$ cat src/rtl/vedic_mult_seq.sv
// Sequential Urdhva-Tiryagbhyam multiplier: one product column per clock behind valid/ready handshakes.
// Optional macro VEDIC_SIGNED_EN: two's-complement operands, sign applied in an extra FIX state.
module vedic_mult_seq #(
    parameter int WIDTH = 3
) (
    input  logic               clk,
    input  logic               rst,
    input  logic               in_valid,
    output logic               in_ready,
    input  logic [WIDTH-1:0]   a,
    input  logic [WIDTH-1:0]   b,
    output logic               out_valid,
    input  logic               out_ready,
    output logic [2*WIDTH-1:0] product,
    output logic               busy
);

    localparam int PW = 2 * WIDTH;
    localparam int CW = $clog2(WIDTH) + 2;
    localparam int KW = $clog2(PW);

`ifdef VEDIC_SIGNED_EN
    typedef enum logic [1:0] {IDLE, CALC, FIX, DONE} state_t;
`else
    typedef enum logic [1:0] {IDLE, CALC, DONE} state_t;
`endif

    state_t           state_q, state_d;
    logic [WIDTH-1:0] ra_q, ra_d;
    logic [WIDTH-1:0] rb_q, rb_d;
    logic [KW-1:0]    colIdx_q, colIdx_d;
    logic [CW-1:0]    carry_q, carry_d;
    logic [PW-1:0]    prod_q, prod_d;
    logic [CW:0]      colSum;
    logic [WIDTH-1:0] aMag, bMag;
`ifdef VEDIC_SIGNED_EN
    logic             sgn_q, sgn_d;

    assign aMag = a[WIDTH-1] ? -a : a;
    assign bMag = b[WIDTH-1] ? -b : b;
`else
    assign aMag = a;
    assign bMag = b;
`endif

    assign in_ready  = (state_q == IDLE);
    assign out_valid = (state_q == DONE);
    assign busy      = (state_q != IDLE);
    assign product   = prod_q;

    // Crosswise sum of column k: every ra[i]&rb[j] with i+j == k, plus the incoming carry.
    always_comb begin
        colSum = {1'b0, carry_q};
        for (int i = 0; i < WIDTH; i++) begin
            for (int j = 0; j < WIDTH; j++) begin
                if ((i + j) == int'(colIdx_q)) begin
                    colSum = colSum + (CW+1)'(ra_q[i] & rb_q[j]);
                end
            end
        end
    end

    always_comb begin
        state_d  = state_q;
        ra_d     = ra_q;
        rb_d     = rb_q;
        colIdx_d = colIdx_q;
        carry_d  = carry_q;
        prod_d   = prod_q;
`ifdef VEDIC_SIGNED_EN
        sgn_d    = sgn_q;
`endif
        case (state_q)
            IDLE: begin
                if (in_valid) begin
                    ra_d     = aMag;
                    rb_d     = bMag;
                    colIdx_d = '0;
                    carry_d  = '0;
                    prod_d   = '0;
`ifdef VEDIC_SIGNED_EN
                    sgn_d    = a[WIDTH-1] ^ b[WIDTH-1];
`endif
                    state_d  = CALC;
                end
            end
            CALC: begin
                for (int p = 0; p < PW; p++) begin
                    if (p == int'(colIdx_q)) begin
                        prod_d[p] = colSum[0];
                    end
                end
                carry_d  = colSum[CW:1];
                colIdx_d = colIdx_q + KW'(1);
                // The last column's carry is a single bit and becomes the product MSB.
                if (colIdx_q == KW'(PW - 2)) begin
                    prod_d[PW-1] = colSum[1];
`ifdef VEDIC_SIGNED_EN
                    state_d      = FIX;
`else
                    state_d      = DONE;
`endif
                end
            end
`ifdef VEDIC_SIGNED_EN
            FIX: begin
                prod_d  = sgn_q ? -prod_q : prod_q;
                state_d = DONE;
            end
`endif
            DONE: begin
                if (out_ready) begin
                    state_d = IDLE;
                end
            end
            default: state_d = IDLE;
        endcase
    end

    always_ff @(posedge clk) begin
        if (rst) begin
            state_q  <= IDLE;
            ra_q     <= '0;
            rb_q     <= '0;
            colIdx_q <= '0;
            carry_q  <= '0;
            prod_q   <= '0;
`ifdef VEDIC_SIGNED_EN
            sgn_q    <= 1'b0;
`endif
        end else begin
            state_q  <= state_d;
            ra_q     <= ra_d;
            rb_q     <= rb_d;
            colIdx_q <= colIdx_d;
            carry_q  <= carry_d;
            prod_q   <= prod_d;
`ifdef VEDIC_SIGNED_EN
            sgn_q    <= sgn_d;
`endif
        end
    end

endmodule

$ cat config.mk
export PLATFORM = sky130hd
export DESIGN_NAME = vedic_mult_seq
export DESIGN_NICKNAME = d
export VERILOG_FILES = /design/src/rtl/vedic_mult_seq.sv
export SDC_FILE = /design/constraint.sdc
export NUM_CORES = 1
export LEC_CHECK = 0
export CAP_MARGIN = 20
export CORE_ASPECT_RATIO = 1.4
export CORE_MARGIN = 3
export CORE_UTILIZATION = 30
export CTS_BUF_LIST = sky130_fd_sc_hd__clkbuf_2 sky130_fd_sc_hd__clkbuf_4 sky130_fd_sc_hd__clkbuf_8
export DETAILED_ROUTE_END_ITERATION = 12
export PLACE_DENSITY = 0.48
export SLEW_MARGIN = 20
export SYNTH_ARGS = -nofsm -noshare
export SYNTH_HDL_FRONTEND = slang
export SYNTH_SLANG_ARGS = --single-unit
export TNS_END_PERCENT = 5
$ cat constraint.sdc
create_clock -name clk -period 7.2 [get_ports clk]
set_input_delay 1.44 -clock clk [delete_from_list [all_inputs] [get_ports clk]]
set_output_delay 1.44 -clock clk [all_outputs]
set_load 0.02 [all_outputs]
==> out/metrics.cfg <==
[sta]
min_period_ps = 6420
rsz0062_at_grt = no
finalSetupTns_ps = 0
setup-violations-final = 0
setup_slack_ps = 775
clock_skew_ps = 5.61
slew_viol_final = 0
whs_ps = 472
max_freq_mhz = 156
worstMarginPinSlew_ps = 808
period_share_pct = 89.2
final-hold-violation-count = 0
max_slew_margin_pct = 45.9

[placement]
routabilityCongestion = 0.880
place_ws_ps = 776
io_buffers = 18
placed_cell_area_um2 = 2620
hpwl_um = 4570

[yosys]
synth_top_area_share_pct = 17.6
synth_edf_count = 0
synth-adder-area-share_pct = 12.0
post_synth_xor_area_fraction_pct = 14.5
synth_simple_gate_area_share_pct = 26.4
yosysWarnings = 0
synth_top_family_by_area = simple AND/OR/NAND/NOR gates
synth_compound_area_share_pct = 17.4
synth_cells = 281
synthArstFlopShare_pct = 0
synth_seq_cells = 21
ys_seq_area_share_pct = 17.6
yosys-top-cells-area = dfxtp_1 (18%), ha_1 (12%), nand2_1 (6.0%)
muxShareOfSynthArea_pct = 7.05
synth_most_common_cell = nand2_1
synth_cell_types = 62
syn_area_um2 = 2390
ys.flop_type = dfxtp_1
yosysTopAreaCell = dfxtp_1
syn_nets = 314
syn_avg_cell_area_um2 = 8.52
yosys-top-cells-count = nand2_1 (38), a21oi_1 (26), ha_1 (23)

[detailed_routing]
viasPerCell = 5.05
drt-wirelength-per-cell_um = 14.4
drt-initial-drc-count = 86
wirelength_um = 5630
dr.pass1.iters = 4
antenna_left = 0
drc = 0
via_count = 1976

[worst_hold_path]
whs_path_depth = 2
hold_end = ra_q[1]
worstHoldStart = ra_q[1]
worstHoldPathType = reg2reg

[clock_network]
cts_max_path_buffers = 2
cts_tree = yes
ctsHoldBuffers = 0
cts-buffers-inserted = 3
cts-root-buf = clkbuf_8
clk_latency_ps = 260
cts_resized = 0
clkSinkCount = 21
h-tree-depth = 1
post_cts_buffers = 0
clk_pin_slew_ps = 80

[floorplanning]
die_w_um = 81.5
rows = 37
die_area_um2 = 9110
core_area_um2 = 7550
ios = 19
start_util_pct = 31.7
dieHeight_um = 112

[layout]
antennaDiodeCount = 0
multi_input_area_um2 = 1850
fill_cells = 803
final_area_um2 = 2660
regArea_um2 = 420
drive_gt1_share_pct = 10.9
nets = 328
areaGrowthSynthToFinish_pct = 11.2

[setup_path]
rr_worst_depth = 31
critPathLaunchType = flip-flop
endpoint_kind = flip-flop
critPathKind = reg2reg
crit_path_max_incr_delay_ps = 380
cpMostUsedCell = ha_1
worstPathArrival_ps = 6540
startpoint = colIdx_q[0]
cp.required_ps = 7310
ff2ff_setup_slack_ps = 780
rr_startpoint = colIdx_q[0]
timing.rr.end = carry_q[3]
crit_fanout = 4
slowest_stage = mux2_2

[global_routing]
gr-total-overflow = 0
grt_pass1_vias = 1984
antenna_found_initial = 0
grt_max_degree = 23
grt_pass1_wl_um = 9700
grt_usage_pct = 13.1

[power_and_ir_drop]
ir_drop_mv = 0.0847
power_density_nw_per_um2 = 89.6
p_leak_nw = 1.15

[run]
maxCapViolCount = 0

[run_status]
status = finished clean

power breakdown:
part           switching (mW)  internal, mW
clock                  0.0382        0.0385
sequential            0.00292         0.119
combinational          0.0230        0.0167
routing by layer:
layer	share of wire (%)	vias to the layer above	track usage [%]
met5	0	-	0
met4	0.76	0	2.71
met3	3.0	4	1.78
met2	53	40	23.7
met1	43	909	16.1
li1	-	1023	-
registers in the layout, indices dropped and copies added, names as in the netlist:
name,cells
product,6
carry_q,4
colIdx_q,3
ra_q,3
rb_q,3
state_q,2
cells by family after synthesis:
group | Yosys count
xor+xnor | 27
fa+ha+maj | 23
buf+inv | 18
compound gates | 64
simple gates | 113
flops | 21
mux | 15
cell type report:
class / instances / share of cell area [%]
Clock inverter: 1 / 0.188
Multi-Input combinational cell: 242 / 69.6
Timing Repair Buffer: 20 / 7.33
Inverter: 7 / 0.986
Clock buffer: 3 / 1.55
Tap cell: 97 / 4.56
Sequential cell: 21 / 15.8
through the flow:
step / util [%] / cells / total power, mW
after floorplan: - / 281 / 0.152
after global placement: 34.7 / 387 / 0.166
after detailed placement: 34.7 / 387 / 0.165
after CTS: 35.3 / 391 / 0.244
after global routing: 35.3 / 391 / 0.255
final: 35.3 / 391 / 0.239
critical path: cells and delay by family, from the launching register on:
| family | cells | cell delay, ps |
|---|---|---|
| fa+ha+maj | 8 | 1990 |
| compound gates | 8 | 1340 |
| mux | 3 | 960 |
| simple gates | 7 | 940 |
| xor+xnor | 3 | 500 |
| flops | 1 | 330 |
| buf+inv | 2 | 190 |
worst max path at each step:
| stage | slack [ps] | depth (start not counted) | to |
|---|---|---|---|
| floorplan | 1280 | 28 | carry_q[2] |
| global placement | 880 | 31 | carry_q[3] |
| detailed placement | 780 | 30 | carry_q[2] |
| CTS | 720 | 30 | carry_q[2] |
| global route | 240 | 31 | carry_q[3] |
| finish | 780 | 31 | carry_q[3] |
cells in the final DEF (no fill, tap or decap), types with 4 or more instances in the layout:
cell             count
a21oi_1             26
a22oi_1              4
and2_1              12
clkdlybuf4s50_1     18
dfxtp_1             21
ha_1                23
inv_1                7
mux2_2               5
mux2i_1              9
nand2_1             38
nor2_1              21
o21ai_0             11
xnor2_1             13
xnor3_1              4
xor2_1               5
Power figures use the tool's default switching activity.
